===== config.mk =====
export PLATFORM = sky130hd
export DESIGN_NAME = id_ex_pipe_reg
export DESIGN_NICKNAME = d
export VERILOG_FILES = /design/src/rtl/id_ex_pipe_reg.sv
export SDC_FILE = /design/constraint.sdc
export NUM_CORES = 1
export LEC_CHECK = 0
export CORE_AREA = 2 2 157 159
export CTS_BUF_LIST = sky130_fd_sc_hd__clkbuf_4
export CTS_CLUSTER_SIZE = 24
export DETAILED_ROUTE_END_ITERATION = 8
export DIE_AREA = 0 0 159 161
export PLACE_DENSITY = 0.75
export SYNTH_ARGS = -nofsm -noshare
export SYNTH_HDL_FRONTEND = slang
export SYNTH_SLANG_ARGS = --single-unit
export TNS_END_PERCENT = 50

===== constraint.sdc =====
create_clock -name clk -period 2.65 [get_ports clk]
set_input_delay 0.3975 -clock clk [delete_from_list [all_inputs] [get_ports clk]]
set_output_delay 0.3975 -clock clk [all_outputs]
set_load 0.05 [all_outputs]

===== src/rtl/id_ex_pipe_reg.sv =====
// Decode-to-execute pipeline register with bubble (FlushE) and hold (StallE) control,
// plus saturating bubble/stall performance counters.
module id_ex_pipe_reg #(
    parameter int unsigned XLEN  = 32,
    parameter int unsigned CNT_W = 16
) (
    input  logic             clk,
    input  logic             rst_n,
    input  logic             FlushE,
    input  logic             StallE,
    input  logic             CntClr,
    input  logic             ValidD,
    input  logic [XLEN-1:0]  RD1D,
    input  logic [XLEN-1:0]  RD2D,
    input  logic [XLEN-1:0]  PCD,
    input  logic [XLEN-1:0]  PCPlus4D,
    input  logic [XLEN-1:0]  ImmExtD,
    input  logic [4:0]       Rs1D,
    input  logic [4:0]       Rs2D,
    input  logic [4:0]       RdD,
    input  logic             RegWriteD,
    input  logic [1:0]       ResultSrcD,
    input  logic             MemWriteD,
    input  logic             JumpD,
    input  logic             BranchD,
    input  logic [2:0]       ALUControlD,
    input  logic             ALUSrcD,
    output logic             ValidE,
    output logic [XLEN-1:0]  RD1E,
    output logic [XLEN-1:0]  RD2E,
    output logic [XLEN-1:0]  PCE,
    output logic [XLEN-1:0]  PCPlus4E,
    output logic [XLEN-1:0]  ImmExtE,
    output logic [4:0]       Rs1E,
    output logic [4:0]       Rs2E,
    output logic [4:0]       RdE,
    output logic             RegWriteE,
    output logic [1:0]       ResultSrcE,
    output logic             MemWriteE,
    output logic             JumpE,
    output logic             BranchE,
    output logic [2:0]       ALUControlE,
    output logic             ALUSrcE,
    output logic [CNT_W-1:0] BubbleCnt,
    output logic [CNT_W-1:0] StallCnt
);

    localparam logic [CNT_W-1:0] cntMax = '1;

    // Stage register: a flush loads an all-zero bubble, a stall holds, otherwise capture D
    always_ff @(posedge clk or negedge rst_n) begin
        if (!rst_n) begin
            ValidE      <= 1'b0;
            RD1E        <= '0;
            RD2E        <= '0;
            PCE         <= '0;
            PCPlus4E    <= '0;
            ImmExtE     <= '0;
            Rs1E        <= '0;
            Rs2E        <= '0;
            RdE         <= '0;
            RegWriteE   <= 1'b0;
            ResultSrcE  <= '0;
            MemWriteE   <= 1'b0;
            JumpE       <= 1'b0;
            BranchE     <= 1'b0;
            ALUControlE <= '0;
            ALUSrcE     <= 1'b0;
        end else if (FlushE) begin
            ValidE      <= 1'b0;
            RD1E        <= '0;
            RD2E        <= '0;
            PCE         <= '0;
            PCPlus4E    <= '0;
            ImmExtE     <= '0;
            Rs1E        <= '0;
            Rs2E        <= '0;
            RdE         <= '0;
            RegWriteE   <= 1'b0;
            ResultSrcE  <= '0;
            MemWriteE   <= 1'b0;
            JumpE       <= 1'b0;
            BranchE     <= 1'b0;
            ALUControlE <= '0;
            ALUSrcE     <= 1'b0;
        end else if (!StallE) begin
            ValidE      <= ValidD;
            RD1E        <= RD1D;
            RD2E        <= RD2D;
            PCE         <= PCD;
            PCPlus4E    <= PCPlus4D;
            ImmExtE     <= ImmExtD;
            Rs1E        <= Rs1D;
            Rs2E        <= Rs2D;
            RdE         <= RdD;
            RegWriteE   <= RegWriteD;
            ResultSrcE  <= ResultSrcD;
            MemWriteE   <= MemWriteD;
            JumpE       <= JumpD;
            BranchE     <= BranchD;
            ALUControlE <= ALUControlD;
            ALUSrcE     <= ALUSrcD;
        end
    end

    // Perf counters: clear beats increment; flush counts as a bubble even when stalled
    always_ff @(posedge clk or negedge rst_n) begin
        if (!rst_n) begin
            BubbleCnt <= '0;
            StallCnt  <= '0;
        end else if (CntClr) begin
            BubbleCnt <= '0;
            StallCnt  <= '0;
        end else if (FlushE) begin
            if (BubbleCnt != cntMax) BubbleCnt <= BubbleCnt + CNT_W'(1);
        end else if (StallE) begin
            if (StallCnt != cntMax) StallCnt <= StallCnt + CNT_W'(1);
        end
    end

endmodule


==> flow_results.xml, run 1 <==
<?xml version="1.0" encoding="UTF-8"?>
<metrics>
  <group name="critical_path">
    <metric name="worstSetupEndpointType" unit="">primary output</metric>
    <metric name="critPathTopFamily" unit="">buffers and inverters</metric>
    <metric name="list_of_cells_traversed_by_the_critical_path" unit="">clkdlybuf4s50_1</metric>
    <metric name="critical_path.max_fanout" unit="">7</metric>
    <metric name="critPathBufInv" unit="">1</metric>
    <metric name="critical_path_required" unit="ps">2250</metric>
    <metric name="critPathLaunchType" unit="">flop</metric>
    <metric name="crit_path_top_delay_cell" unit="">clkdlybuf4s50_1</metric>
    <metric name="critPathArrivalTime" unit="ps">2010</metric>
    <metric name="crit_type" unit="">flop to primary output</metric>
    <metric name="cp_slowest_stage_delay" unit="ps">880</metric>
  </group>
  <group name="finish">
    <metric name="final_cell_mix" unit="">clkdlybuf4s50_1 (405), dfrtp_1 (218), nor2_1 (195)</metric>
    <metric name="drive_gt1_share" unit="%">8.96</metric>
    <metric name="most_common_library_cell_in_the_layout_ignoring_fill_and_taps" unit="">clkdlybuf4s50_1</metric>
    <metric name="final_nets" unit="">1432</metric>
    <metric name="utilization" unit="%">60.4</metric>
    <metric name="area_growth" unit="%">56.3</metric>
    <metric name="instances_no_fill" unit="">1609</metric>
  </group>
  <group name="route">
    <metric name="ant_nets" unit="">0</metric>
    <metric name="detailroute.via_count" unit="">7845</metric>
    <metric name="route.detailed.vias_per_inst" unit="">4.88</metric>
    <metric name="dr.first_iter.drc_count" unit="">392</metric>
    <metric name="routed_wirelength" unit="um">28500</metric>
    <metric name="drtPass1Iterations" unit="">4</metric>
    <metric name="detail_route.drc_violations" unit="">0</metric>
    <metric name="average_wire_length_per_cell_after_detail_routing" unit="um">17.7</metric>
  </group>
  <group name="floorplanning">
    <metric name="die_w" unit="um">159</metric>
    <metric name="floorplan.initialDensity" unit="%">38.6</metric>
    <metric name="core" unit="sq um">24000</metric>
    <metric name="pin_count" unit="">409</metric>
    <metric name="die_area" unit="sq um">25600</metric>
    <metric name="fp.dieH" unit="um">161</metric>
    <metric name="placementRows" unit="">57</metric>
  </group>
  <group name="place">
    <metric name="dpl_worst_slack" unit="ps">548</metric>
    <metric name="placed_cells_incl_taps" unit="">1500</metric>
    <metric name="gp_congestion" unit="">0.802</metric>
    <metric name="numPortBuffers" unit="">408</metric>
    <metric name="detailedPlacementHpwl" unit="um">20300</metric>
  </group>
  <group name="logic_synthesis">
    <metric name="mapped_area" unit="sq um">9250</metric>
    <metric name="share_of_yosys_cell_area_claimed_by_the_top_area_cell_type" unit="%">59.0</metric>
    <metric name="synth.area.top_cells" unit="">dfrtp_1 (59%), mux2i_1 (20%), nor2_1 (7.9%)</metric>
    <metric name="yosysTopAreaCell" unit="">dfrtp_1</metric>
    <metric name="ys_seq_elements" unit="">218</metric>
    <metric name="yosysWarnings" unit="">0</metric>
    <metric name="synth_cell_type_count" unit="">38</metric>
    <metric name="synthesis.nets" unit="">996</metric>
    <metric name="post_synth_inst_count" unit="">803</metric>
    <metric name="ys_seq_area_share" unit="%">59.0</metric>
    <metric name="synth_area_per_cell" unit="sq um">11.5</metric>
  </group>
  <group name="sta">
    <metric name="timing.final.max_slew_violations" unit="">0</metric>
    <metric name="worst_clock_skew" unit="ps">13.4</metric>
    <metric name="finalSetupViolCount" unit="">0</metric>
    <metric name="hold_violations" unit="">0</metric>
    <metric name="rsz0062_at_grt" unit="">false</metric>
    <metric name="post-route-period-util" unit="%">90.9</metric>
    <metric name="fin_crit" unit="ps">2410</metric>
    <metric name="worstMarginPinSlew" unit="ps">1010</metric>
    <metric name="achievable-frequency" unit="MHz">415</metric>
    <metric name="max-slew-margin-rel" unit="%">32.6</metric>
    <metric name="worst_slack" unit="ps">241</metric>
    <metric name="final.setup.tns" unit="ps">0</metric>
  </group>
  <group name="global_route">
    <metric name="grt_usage" unit="%">21.7</metric>
    <metric name="grt_antenna_before_repair" unit="">2</metric>
    <metric name="global_route.overflow_total" unit="">0</metric>
    <metric name="via_count_of_the_first_global_routing_pass" unit="">8161</metric>
    <metric name="wire_length_of_the_first_global_routing_pass" unit="um">44500</metric>
    <metric name="maximum_number_of_pins_on_one_net_before_global_route_repair" unit="">95</metric>
  </group>
  <group name="run">
    <metric name="cap_violations" unit="">0</metric>
  </group>
  <group name="cts">
    <metric name="clkSlewWorstSetupHoldPaths" unit="ps">60</metric>
    <metric name="cts_buffer_depth" unit="">3</metric>
    <metric name="tritoncts.num_buffers" unit="">60</metric>
    <metric name="tritoncts_num_sinks" unit="">218</metric>
    <metric name="tritoncts_clock_tree" unit="">done</metric>
    <metric name="cts.root.buffer_cell" unit="">clkbuf_4</metric>
    <metric name="clkLatencyLatePin" unit="ps">670</metric>
    <metric name="postCtsSetupBuffers" unit="">0</metric>
    <metric name="post_cts_resized" unit="">0</metric>
    <metric name="htree_levels" unit="">2</metric>
    <metric name="cts.hold.buffers_added" unit="">1</metric>
  </group>
  <group name="power_and_ir_drop">
    <metric name="power_density_cells" unit="nW/um^2">566</metric>
    <metric name="worst_ir_drop_vdd" unit="mV">0.375</metric>
    <metric name="cellLeakagePower" unit="nW">6.69</metric>
    <metric name="report.power.total" unit="mW">8.18</metric>
  </group>
  <group name="min_path">
    <metric name="hp-class" unit="">input pin to flop</metric>
  </group>
  <group name="outcome">
    <metric name="outcome" unit="">finished, final reports clean</metric>
  </group>
</metrics>
[metal layers]
| layer | up-vias | track usage, % | wire length, um |
|---|---|---|---|
| met1 | 3767 | 26.0 | 11400 |
| met2 | 312 | 36.4 | 13900 |
| met5 | - | 0 | 13 |
| met3 | 81 | 6.70 | 2090 |
| li1 | 3683 | - | - |
| met4 | 2 | 9.46 | 1100 |
[per-stage QoR]
| stage | hold WS, ps | cell area (sq um) |
|---|---|---|
| 2_1_floorplan | 102 | 9250 |
| 3_3_place_gp | 500 | 13700 |
| 3_5_place_dp | 503 | 13700 |
| 4_1_cts | 7.41 | 14500 |
| 5_1_grt | 48.0 | 14500 |
| 6_report | 77.6 | 14500 |
[logic make-up (layout without fill, tap and decap cells)]
group,count (synthesis),count (layout),share of synthesized area (%)
mux,195,195,21.2
flops,218,218,59.0
other cells,0,1,0
buf+inv,55,536,2.45
compound gates,49,49,3.19
simple gates,284,284,14.0
fa+ha+maj,2,2,0.270
[flip-flops by register name (all words and copies together), names as in the netlist, 5 cells and up]
register and flops:
PCE 32, RD2E 32, Rs1E 5, ImmExtE 32, BubbleCnt 16, Rs2E 5, RdE 5, StallCnt 16
PCPlus4E 32, RD1E 32
[worst paths after layout]
kind / startpoint / end / slack [ps] / cells past startpoint
max in group asynchronous: rst_n / RD2E[12] / 1560 / 3
max reg2reg: StallCnt[12] / StallCnt[4] / 600 / 4
max: BubbleCnt[3] / BubbleCnt[3] / 240 / 1
min in group asynchronous: rst_n / StallCnt[8] / 340 / 2
min: FlushE / PCPlus4E[30] / 80 / 2
min reg2reg: PCE[22] / PCE[22] / 520 / 2
[cell usage after synthesis]
| master | number |
|---|---|
| nand2_1 | 17 |
| and3_1 | 3 |
| nor3_1 | 4 |
| a21oi_1 | 19 |
| nor4_1 | 7 |
| or4_1 | 8 |
| o211a_1 | 1 |
| nor4_2 | 1 |
| and4_1 | 1 |
| and3b_1 | 1 |
| o21ai_0 | 15 |
| o31ai_1 | 5 |
| nor4_4 | 1 |
| buf_1 | 6 |
| inv_1 | 5 |
| and4b_1 | 1 |
| nor3b_1 | 1 |
| o31a_1 | 1 |
| clkinv_1 | 1 |
| nand4_1 | 9 |
| buf_2 | 16 |
| o311ai_0 | 2 |
| or3_1 | 14 |
| nand3_1 | 10 |
| ha_1 | 2 |
| nand4_4 | 1 |
| nand4_2 | 1 |
| and2_1 | 2 |
| nor2b_1 | 6 |
| o21a_1 | 1 |
| mux2_2 | 7 |
| o2111ai_1 | 2 |
| dfrtp_1 | 218 |
| nand2b_1 | 1 |
| mux2i_1 | 188 |
| o41ai_1 | 3 |
| clkbuf_1 | 27 |
| nor2_1 | 195 |
[cell type report]
cell class              count  area, sq um
diodes                      1         2.50
clock buffers              81          608
clock inverters            26          103
fillers                  2037         9500
inverters                   6         22.5
multi-input cells         530         3570
flip-flops and latches    218         5460
well taps                 324          405
repair buffers            423         4300
[where the power goes]
group	total, mW	internal [mW]	switching, mW
Combinational	1.76	0.716	1.04
Sequential	3.59	3.49	0.0957
Clock	2.84	1.42	1.42
Note: power is estimated with default switching activity, not from simulation.
==> inputs of run 2 (changes only) <==
--- a/config.mk
+++ b/config.mk
@@ -11,6 +11,7 @@
 export DETAILED_ROUTE_END_ITERATION = 8
 export DIE_AREA = 0 0 159 161
 export PLACE_DENSITY = 0.75
+export SLEW_MARGIN = 0
 export SYNTH_ARGS = -nofsm -noshare
 export SYNTH_HDL_FRONTEND = slang
 export SYNTH_SLANG_ARGS = --single-unit
==> results of run 2 <==
No change in the layout: final DEF, timing and power equal those of run 1.
==> inputs of run 3 (changes only) <==
--- a/config.mk
+++ b/config.mk
@@ -11,7 +11,6 @@
 export DETAILED_ROUTE_END_ITERATION = 8
 export DIE_AREA = 0 0 159 161
 export PLACE_DENSITY = 0.75
-export SLEW_MARGIN = 0
 export SYNTH_ARGS = -nofsm -noshare
 export SYNTH_HDL_FRONTEND = slang
 export SYNTH_SLANG_ARGS = --single-unit
==> results of run 3 <==
No change in the layout: final DEF, timing and power equal those of run 1.
==> RTL change: new RTL, flow settings as in run 3 <==
Change the parameter `XLEN` from 32 to 40.
--- a/src/rtl/id_ex_pipe_reg.sv
+++ b/src/rtl/id_ex_pipe_reg.sv
@@ -1,7 +1,7 @@
 // Decode-to-execute pipeline register with bubble (FlushE) and hold (StallE) control,
 // plus saturating bubble/stall performance counters.
 module id_ex_pipe_reg #(
-    parameter int unsigned XLEN  = 32,
+    parameter int unsigned XLEN  = 40,
     parameter int unsigned CNT_W = 16
 ) (
     input  logic             clk,
Ports: changed (10 resized); port bits go from 409 to 489. The function was not compared with the original's and may differ.
==> RTL change against run 3 <==
Register-to-register slack better by 0.25 ns; sequential cell count is 40 higher; cell area is 17% higher; critical path depth stayed put; die area stayed put; wire length is 24% higher; synthesized area is 16% higher; non-clock buffer count is 79 higher; power is 22% higher; utilization is 10 points higher; synthesized cell count is 13% higher; setup slack worse by 0.032 ns; critical endpoint is now BubbleCnt[2].
==> RTL change: results (changes against run 3) <==
Clock network
  • Worst-Skew Late Latency: 0.66 ns
  • Inserted Clock Buffers: 69 (+15%)
  • H-tree depth: 3 (+1)

GRT
  • GRT Util Overall: 0.275 (+0.0583)
  • Number of global-route vias before repair: 9151 (+12%)
  • First-pass GRT wire length: 54.8 mm (+23%)
  • Initial antenna violation count: 4 (+2)

Logic synthesis
  • Syn Nets: 1142 (+15%)
  • Mux contribution to synthesized area: 0.212 (+0.000246)
  • Post-Synth XOR/XNOR Area: 0.0187 (+0.0187)
  • Synth Area in Compound Gates: 0.0163 (-0.0156)
  • Synth cell types: 41 (+7.9%)
  • Post-synthesis sequential area ratio: 0.600 (+0.0106)
  • Synth top area cells: dfrtp_1, mux2i_1, nor2_1
  • Adder-cell area share of the yosys netlist: 0.00233 (-0.000378)
  • Post-synth top cells: dfrtp_1, nor2_1, mux2i_1

Route
  • DR vias: 8842 (+13%)
  • Pre-Repair DR Iteration Count: 5 (+1)
  • First DRT Iteration DRCs: 586 (+49%)
  • Wirelength, routed: 35.3 mm (+24%)

Power and ir drop
  • P_comb: 2.12 mW (+20%)
  • Pwr dens: 593 nW/µm² (+4.9%)
  • Maximum vdd ir drop: 340 µV (-9.3%)
  • Pleak: 7.95 nW (+19%)
  • Switching Fraction: 0.298 (-0.0143)
  • Clock group power: 3.65 mW (+29%)

Setup path
  • CP peak stage delay: 0.90 ns (+0.02 ns)
  • Worst Path Max Fanout: 9 (+2)
  • Worst Path Arrival: 2.04 ns (+0.03 ns)

Finish
  • Final #Nets: 1659 (+16%)
  • Share of layout cells above drive strength 1: 0.0946 (+0.00499)

Placement
  • DP Area: 16000 µm² (+16%)
  • GPL Wtd Cong: 0.824 (+2.8%)
  • Detailed-placement wirelength estimate: 25.5 mm (+26%)
  • Port bufs: 488 (+20%)
  • Pre-CTS setup slack: 0.761 ns (+0.213 ns)

Status
  • Outcome: completed

STA
  • Final Skew: 0.00866 ns (-0.00471 ns)
  • Rel. slew slack: 0.439 (+0.113)
[RTL change: metal layers]
layer  vias up  part of all wire  global-route usage
met5         -                 0                   0
met1      4300              0.38               0.328
met3        54             0.082              0.0955
li1       4147                 -                   -
met4         0             0.022              0.0884
met2       341              0.51               0.471
[RTL change: final timing paths]
kind	from	end	slack (ns)	depth (start not counted)
max reg2reg	StallCnt[0]	StallCnt[6]	0.85	6
min in group asynchronous	rst_n	BubbleCnt[14]	0.26	2
min	FlushE	ImmExtE[0]	0.06	2
max	BubbleCnt[2]	BubbleCnt[2]	0.21	1
min reg2reg	PCPlus4E[4]	PCPlus4E[4]	0.52	2
max in group asynchronous	rst_n	RD1E[29]	1.64	3
[RTL change: kinds of logic (layout without fill, tap and decap cells)]
logic type      after synthesis  in the layout
simple gates                315            315
fa+ha+maj                     2              2
mux                         228            228
flops                       258            258
compound gates               23             23
xor+xnor                     23             23
buf+inv                      60            621
other cells                   0              4
[RTL change: layout make-up]
| cell class | count | area, µm² |
|---|---|---|
| Timing Repair Buffer | 502 | 5070 |
| Inverter | 4 | 15.0 |
| Clock inverter | 6 | 75.1 |
| Clock buffer | 109 | 818 |
| Sequential cell | 258 | 6460 |
| Fill cell | 1830 | 7070 |
| Multi-Input combinational cell | 591 | 4050 |
| Tap cell | 324 | 405 |
| Antenna cell | 4 | 10.0 |
[RTL change: timing repair]
action,CTS,global route
setup endpoints to repair,0,0
setup buffers,0,0
hold buffers,1,0
endpoints found under the hold margin,53,0
[RTL change: metrics by stage]
stage / hold WS (ns) / std cells / utilization
5_1_grt: 0.0337 / 1798 / 0.705
4_1_cts: 0.0229 / 1794 / 0.704
2_1_floorplan: 0.102 / 909 / -
3_5_place_dp: 0.375 / 1678 / 0.667
3_3_place_gp: 0.379 / 1678 / 0.667
6_report: 0.0619 / 1798 / 0.705
